===== config.mk =====
export PLATFORM = sky130hd
export DESIGN_NAME = vcxo_pump_modulator
export DESIGN_NICKNAME = d
export VERILOG_FILES = /design/src/rtl/vcxo_pump_modulator.sv
export SDC_FILE = /design/constraint.sdc
export NUM_CORES = 1
export LEC_CHECK = 0
export ABC_AREA = 1
export CORE_MARGIN = 3
export CORE_UTILIZATION = 28
export CTS_CLUSTER_SIZE = 20
export DETAILED_ROUTE_END_ITERATION = 10
export GPL_TIMING_DRIVEN = 0
export SETUP_SLACK_MARGIN = 0.2
export SLEW_MARGIN = 20
export SYNTH_ARGS = -nofsm -noshare
export SYNTH_HDL_FRONTEND = slang
export SYNTH_SLANG_ARGS = --single-unit

===== constraint.sdc =====
create_clock -name clk_in -period 6.1 [get_ports clk_in]
set_input_delay 1.22 -clock clk_in [delete_from_list [all_inputs] [get_ports clk_in]]
set_output_delay 1.22 -clock clk_in [all_outputs]
set_load 0.01 [all_outputs]

===== src/rtl/vcxo_pump_modulator.sv =====
// Charge-pump drive for the VCXO loop: re-times and clamps the asynchronous duty word,
// slews the applied level at a bounded rate and emits a first-order delta-sigma bitstream.
module vcxo_pump_modulator #(
  parameter int unsigned FULL_SCALE = 32000,
  parameter int unsigned INIT_LEVEL = 16000,
  parameter int unsigned SLEW_DIV   = 1024,
  parameter int unsigned SLEW_STEP  = 16,
  parameter int unsigned STABLE_CNT = 4
) (
  input  logic        clk_in,
  input  logic        reset_n,
  input  logic        enable,
  input  logic        hold,
  input  logic [31:0] pwm_target,
  output logic        pump,
  output logic [15:0] level,
  output logic [15:0] target,
  output logic        settled
);

  localparam int unsigned LW = 16;
  localparam int unsigned AW = LW + 1;
  localparam int unsigned IW = 32;
  localparam int unsigned TW = (SLEW_DIV > 1) ? $clog2(SLEW_DIV) : 1;
  localparam int unsigned SW = (STABLE_CNT > 1) ? $clog2(STABLE_CNT) : 1;

  localparam logic [LW-1:0] FS_L      = LW'(FULL_SCALE);
  localparam logic [LW-1:0] INIT_L    = LW'(INIT_LEVEL);
  localparam logic [LW-1:0] STEP_L    = LW'(SLEW_STEP);
  localparam logic [AW-1:0] FS_A      = AW'(FULL_SCALE);
  localparam logic [IW-1:0] FS_I      = IW'(FULL_SCALE);
  localparam logic [TW-1:0] TICK_LAST = TW'(SLEW_DIV - 1);
  localparam logic [SW-1:0] STAB_LAST = SW'(STABLE_CNT - 1);

  logic [IW-1:0] s1_q, s2_q, s2_prev_q;
  logic [SW-1:0] stab_q, stab_d;
  logic [TW-1:0] tick_q, tick_d;
  logic [LW-1:0] level_q, level_d;
  logic [LW-1:0] target_q, target_d;
  logic [LW-1:0] acc_q, acc_d;
  logic          pump_q, pump_d;
  logic          settled_q, settled_d;

  logic [LW-1:0] clamp_c;
  logic          accept_c;
  logic          tick_c;
  logic [AW-1:0] up_c;
  logic [AW-1:0] sum_c;

  // Capture filter, slew limiter and delta-sigma modulator next-state logic.
  always_comb begin
    clamp_c   = s2_q[LW-1:0];
    stab_d    = stab_q;
    accept_c  = 1'b0;
    target_d  = target_q;
    tick_c    = (tick_q == TICK_LAST);
    tick_d    = tick_q + TW'(1);
    up_c      = {1'b0, level_q} + AW'(SLEW_STEP);
    level_d   = level_q;
    sum_c     = {1'b0, acc_q} + {1'b0, level_q};
    pump_d    = 1'b0;
    acc_d     = '0;
    settled_d = 1'b0;

    if (s2_q[IW-1]) begin
      clamp_c = '0;
    end else if (s2_q > FS_I) begin
      clamp_c = FS_L;
    end

    if (s2_q != s2_prev_q) begin
      stab_d = '0;
    end else if (stab_q != STAB_LAST) begin
      stab_d = stab_q + SW'(1);
    end

    // The current sample must also match, so a single-cycle glitch after a quiet spell is rejected.
    accept_c = (stab_q == STAB_LAST) && (s2_q == s2_prev_q) && (clamp_c != target_q);
    if (accept_c) begin
      target_d = clamp_c;
    end

    if (tick_c) begin
      tick_d = '0;
    end

    if (tick_c && !hold) begin
      if (level_q < target_q) begin
        level_d = (up_c >= {1'b0, target_q}) ? target_q : up_c[LW-1:0];
      end else if (level_q > target_q) begin
        level_d = ((level_q - target_q) <= STEP_L) ? target_q : (level_q - STEP_L);
      end
    end

    settled_d = (level_d == target_d);

    if (enable) begin
      if (sum_c >= FS_A) begin
        pump_d = 1'b1;
        acc_d  = LW'(sum_c - FS_A);
      end else begin
        acc_d  = sum_c[LW-1:0];
      end
    end
  end

  always_ff @(posedge clk_in or negedge reset_n) begin
    if (!reset_n) begin
      s1_q      <= '0;
      s2_q      <= '0;
      s2_prev_q <= '0;
      stab_q    <= '0;
      tick_q    <= '0;
      level_q   <= INIT_L;
      target_q  <= INIT_L;
      acc_q     <= '0;
      pump_q    <= 1'b0;
      settled_q <= 1'b0;
    end else begin
      s1_q      <= pwm_target;
      s2_q      <= s1_q;
      s2_prev_q <= s2_q;
      stab_q    <= stab_d;
      tick_q    <= tick_d;
      level_q   <= level_d;
      target_q  <= target_d;
      acc_q     <= acc_d;
      pump_q    <= pump_d;
      settled_q <= settled_d;
    end
  end

  assign pump    = pump_q;
  assign level   = level_q;
  assign target  = target_q;
  assign settled = settled_q;

endmodule


# ---- Word-level counts from Yosys, hierarchy flattened
# Cells that the tools add are included.
dict set report word_totals {
  regBits 158
  in_bits 36
  output_inout_bits 34
  wordCells 50
}
dict set report op_classes {
  add_sub_neg 7
  magnitude_cmp 6
  n_eq_ne 7
  muxes 15
  n_reduce_logical 5
}
# op count
set ops {}
lappend ops {{$mux W16} 10}
lappend ops {{$eq A32 B32 Y1} 1}
lappend ops {{$gt A32 B15 Y1 const B} 1}
lappend ops {{$ne A32 B32 Y1} 1}
lappend ops {{$add A16 B16 Y17} 1}
lappend ops {{$add A16 B5 Y17 const B} 1}
lappend ops {{$ge A17 B15 Y1 const B} 1}
lappend ops {{$ge A17 B16 Y1} 1}
lappend ops {{$eq A16 B16 Y1} 1}
lappend ops {{$gt A16 B16 Y1} 1}
lappend ops {{$le A16 B5 Y1 const B} 1}
lappend ops {{$lt A16 B16 Y1} 1}
lappend ops {{$ne A16 B16 Y1} 1}
lappend ops {{$sub A16 B15 Y16 const B} 1}
lappend ops {{$sub A16 B16 Y16} 1}
lappend ops {{$sub A16 B5 Y16 const B} 1}
lappend ops {{$add A10 B1 Y10 const B} 1}
lappend ops {{$eq A10 B10 Y1 const B} 1}
lappend ops {{$mux W10} 1}
lappend ops {{$mux W2} 2}
lappend ops {{$logic_and A1 B1 Y1} 3}
lappend ops {{$add A2 B1 Y2 const B} 1}
lappend ops {{$eq A2 B2 Y1 const B} 1}
lappend ops {{$mux W1} 2}
lappend ops {{3 further kinds} 3}

# ---- Longest topological paths before layout
dict set report logic_depth {
  ltp_word 7
  ltp_mapped 29
  mapped_depth_nobuf 28
}

# ---- Least setup slack after synthesis
# Ideal clock, no wire load.
dict set report synth_timing {
  path_type {flip-flop to flip-flop}
  from {register level_q[6] (netlist: level[6])}
  to {register settled_q (netlist: settled)}
  setup_time_ns 0.071
  arrival_time_ns 3.531
  t_required_ns 6.029
  slack_ns 2.498
  path_stages_with_launch 28
  path_buffers 1
  synth_period_minus_slack_ns 3.602
  cell_sequence {dfrtp_1 > inv_1 > nor3_1 > nand3_1 > nor3_1 > nand3_1 > nor3_1 > xor2_1 > inv_1 > ha_1 > inv_1 > o211ai_1 > inv_1 > nand2_1 > nor2_1 > nand3_1 > buf_2 > nand3_1 > nand2_1 > nor2_1 > nand2_1 > nand2_1 > nand3_1 > nand2_1 > nand3_1 > nor2_1 > nand2_1 > nor2_1}
}
dict set report synth_via {
  elab_chain_cells 7
  elab_cells_between_ends 13
  cone_classes {add/sub (3); order compare (4); eq/ne (1); mux (5)}
}
# item line_no
set synth_rtl {}
lappend synth_rtl {{from (decl)} 38} ;# logic [LW-1:0] level_q, level_d;
lappend synth_rtl {{from (signal assigned)} 125} ;# level_q <= level_d;
lappend synth_rtl {{$sub A16 B16 Y16} 91} ;# level_d = ((level_q - target_q) <= STEP_L) ? target_q : (level_q - STEP_L);
lappend synth_rtl {{$le A16 B5 Y1} 91}
lappend synth_rtl {{$mux W16} 91}
lappend synth_rtl {{$mux W16} 90} ;# end else if (level_q > target_q) begin
lappend synth_rtl {{$mux W16} 88} ;# if (level_q < target_q) begin
lappend synth_rtl {{$mux W16 *} 87} ;# if (tick_c && !hold) begin
lappend synth_rtl {{via level_d[6]} 38}
lappend synth_rtl {{$eq A16 B16 Y1 *} 95} ;# settled_d = (level_d == target_d);
lappend synth_rtl {{via settled_d} 42} ;# logic settled_q, settled_d;
lappend synth_rtl {{to (signal assigned)} 129} ;# settled_q <= settled_d;
lappend synth_rtl {{to (decl)} 42}
# The timed path passes the listed nets; every way through them passes the cells marked *.
# A chain may end at the register's enable or synchronous reset.

# ---- Worst setup path in the final report
dict set report layout_timing {
  from {register level_q[4] (netlist: level[4])}
  to {register settled_q (netlist: settled)}
}
dict set report layout_via {
  elab_chain_cells 7
  elab_cells_between_ends 13
  cone_classes {add/sub (3); order compare (4); eq/ne (1); mux (5)}
}
# item line_no
set layout_rtl {}
lappend layout_rtl {{$sub A16 B16 Y16} 91}
lappend layout_rtl {{$le A16 B5 Y1} 91}
lappend layout_rtl {{$mux W16} 91}
lappend layout_rtl {{$mux W16} 90}
lappend layout_rtl {{$mux W16 *} 88}
lappend layout_rtl {{$mux W16 *} 87}
lappend layout_rtl {{via level_d[5]} 38}
lappend layout_rtl {{$eq A16 B16 Y1 *} 95}
lappend layout_rtl {{via settled_d} 42}
# Marks and branches as above.

==> impl_results.md <==
- Run status: finished, final reports clean
- Synth Instances: 1258
- Via density: 4.644
- Synth Register Bits: 158
- CTS Hold Bufs: 0
- Fin. max-slew vios: 0
- Synth warn: 0
- Die width: 190.3 microns
- Htree depth: 4
- Synth-to-Final Area Change: 19.67%
- Tot GR Track Use: 0.1500
- Fin cells: 1801
- Final period util: 0.7988
- First-pass GRT wire length: 42.85 mm
- Clock Tree Root: clkbuf_16
- # DRC: 0
- Wirelength, routed: 26.73 mm
- Finished Core Util: 0.3446
- Drt pass-1 iters: 7
- Vias in the first global route: 8154
- Die Area: 0.03622 sq mm
- Synth unique cells: 42
- VDD IR max: 0.0001663 V
- Port Buffers: 68
- Row count: 66
- TritonCTS clock tree: yes
- Routed wire per std cell: 14.84 microns
- Syn nets: 1345
- Dpl cells: 1769
- Sequential fraction of the synthesis area: 0.4173
- Highest clock rate: 205.2 MHz
- Critical path class: register to register
- Vias: 8364
- Initial DRC Count: 501
- Final hold viol count: 0
- Core footprint: 0.03303 sq mm
- Max cap viols: 0
- Crit path time final: 4.873 ns
- Slew @ Worst Pin: 0.9713 ns
- Post-Route Skew: 0.01459 ns
- Diode count: 0
- Clock Tree Buf Depth: 2
- Max Fanout on Critical Path: 9
- Final nets: 1433
- Worst Path Arrival: 5.19 ns
- Layout cell share with drive strength beyond 1: 0.06181
- RSZ-0062 raised after global routing: false
- DP Wirelength: 21.08 mm
- Antenna violations before repair: 0
- CP endpoint kind: register
- Pwr Density: 209.2 mW/mm^2
- Clock Sink Count: 158
- Slew headroom: 0.3501
- I/O pin count: 70
- Clock Latency Late Sink: 0.43 ns
- GP Congestion: 0.9317
- Crit start category: register
- DIE HEIGHT: 190.3 microns
- Finish-stage setup viols: 0
- Clk pin slew, worst setup/hold paths: 0.07 ns
- Critical Path RT: 6.42 ns
- Antenna Violating Nets Remaining: 0
- Most frequent CP cell: nand2_1
- Starting Density: 0.2880
- Post-CTS sizing: 0
- CTS buffer count: 17
- Grt total ovfl: 0
- Max stage delay cell, worst path: dfrtp_1
- Hold/Removal Path Class: register to register
- Post-CTS setup buffer count: 0
- Cell area after synthesis: 0.009512 sq mm
- Largest net degree at the start of global routing: 96
- Max incr delay on CP: 0.63 ns
- Leakage: 5.771 nW
- Post-synthesis average cell area: 7.561 sq um
-- final timing paths --
| path | depth (start not counted) | start | end | slack, ns |
|---|---|---|---|---|
| setup / recovery | 26 | level[4] | settled | 1.23 |
| hold / removal | 0 | s1_q[11] | s2_q[11] | 0.35 |
| setup reg to reg | 26 | level[4] | settled | 1.23 |
| hold reg to reg | 0 | s1_q[11] | s2_q[11] | 0.35 |
| max in group asynchronous | 2 | reset_n | target[7] | 4.54 |
| min in group asynchronous | 1 | reset_n | s1_q[26] | 0.73 |
-- placed cells by master (no fill, tap or decap), types with 4 or more instances in the layout --
cell,synthesis,layout
ha_1,50,50
inv_8,0,6
nand3b_1,6,6
o211ai_1,5,5
dfstp_2,12,12
a21oi_1,50,50
xnor2_1,38,38
buf_2,8,8
nand2_1,383,383
clkbuf_1,4,4
nand3_1,109,109
nand2_2,8,8
dfrtp_1,146,146
o21bai_1,4,4
xor2_1,34,34
nand4_1,42,42
nor3_1,24,24
inv_6,0,4
clkbuf_16,0,17
nor2_1,101,101
clkdlybuf4s50_1,0,67
o21ai_0,33,33
inv_1,163,163
inv_2,4,4
nor2_2,6,6
-- report_power, final --
group / internal, W / total, W / switching (W) / leakage (nW)
logic: 0.0000752 / 0.000189 / 0.000114 / 3.56
registers: 0.00108 / 0.00111 / 0.0000263 / 1.92
clock network: 0.000598 / 0.00108 / 0.000483 / 0.296
total: 0.00176 / 0.00238 / 0.000623 / 5.77
-- per-layer routing --
metal  GRT usage  wire length (microns)  vias up  share of wire
li1            -                      -     4205              -
met1      0.2086                  12740     3910           0.48
met4     0.04629                    496        0          0.019
met3     0.02684                   1514       30          0.057
met2      0.2382                  11970      219           0.45
met5           0                      0        -              0
-- cells by family (layout without fill, tap and decap cells) --
family                     Yosys count  after routing  share of synthesized area
and+or+nand+nor                    687            687                     0.3090
DFF                                158            158                     0.4173
AOI/OAI and AO/OA                  102            102                    0.05907
buffers and inverters              187            288                    0.07945
adders and majority gates           51             51                    0.06788
muxes                                1              1                   0.001052
xor gates and xnor gates            72             72                    0.06630
-- sequential cells by signal, indices dropped and copies added (netlist names) --
name       flops
s2_prev_q     32
stab_q         2
target        16
tick_q        10
s2_q          32
acc_q         16
s1_q          32
pump           1
settled        1
level         16
-- per-stage QoR --
stage               TNS [ns]  hold WS (ns)  instance area [sq um]  power, W  worst slack (ns)
floorplan                  0        0.3312                   9512  0.001233             2.498
global placement     -383.63        0.3349                  10750  0.001316            -2.594
detailed placement         0        0.3347                  10780  0.001320             1.321
CTS                        0        0.3500                  11380  0.002413             1.274
global route               0        0.3589                  11380  0.002485            0.7089
finish                     0        0.3476                  11380  0.002381             1.227
-- critical path: cells and delay by family (launching register included) --
family	cells	cell delay, ns
AO/OA/AOI/OAI	3	0.38
XOR/XNOR	1	0.28
adder cells (fa/ha/maj)	1	0.33
buffers and inverters	4	0.42
flip-flops	1	0.63
AND/OR/NAND/NOR	17	2.72
-- cells in the mapped netlist (all sizes together) --
master	count	area share
a21boi	1	0.00079
o2111ai	1	0.00092
clkinv	1	0.00039
o21ai	36	0.019
a21o	1	0.00079
xor2	34	0.031
inv	167	0.066
clkbuf	5	0.0021
buf	14	0.011
dfstp	12	0.033
nor4	2	0.0013
a31oi	2	0.0013
nor3b	1	0.00079
nand4	42	0.028
or2	2	0.0013
o21a	1	0.00079
nor2	107	0.044
fa	1	0.0021
mux2i	1	0.0011
ha	50	0.066
xnor2	38	0.035
a21oi	51	0.028
nand2	393	0.16
dfrtp	146	0.38
o21bai	4	0.0032
o211ai	5	0.0039
nand3b	6	0.0047
and3	1	0.00066
nand3	109	0.057
nor3	24	0.013
-- area by class of cell --
class | count | area, sq um
Buffer | 19 | 125.1
Timing Repair Buffer | 69 | 713.2
Tap cell | 442 | 553.0
Clock buffer | 18 | 439.2
Clock inverter | 14 | 165.2
Multi-Input combinational cell | 913 | 4787
Sequential cell | 158 | 3969
Fill cell | 3480 | 21650
Inverter | 168 | 630.6
(Power assumes the default switching activity.)
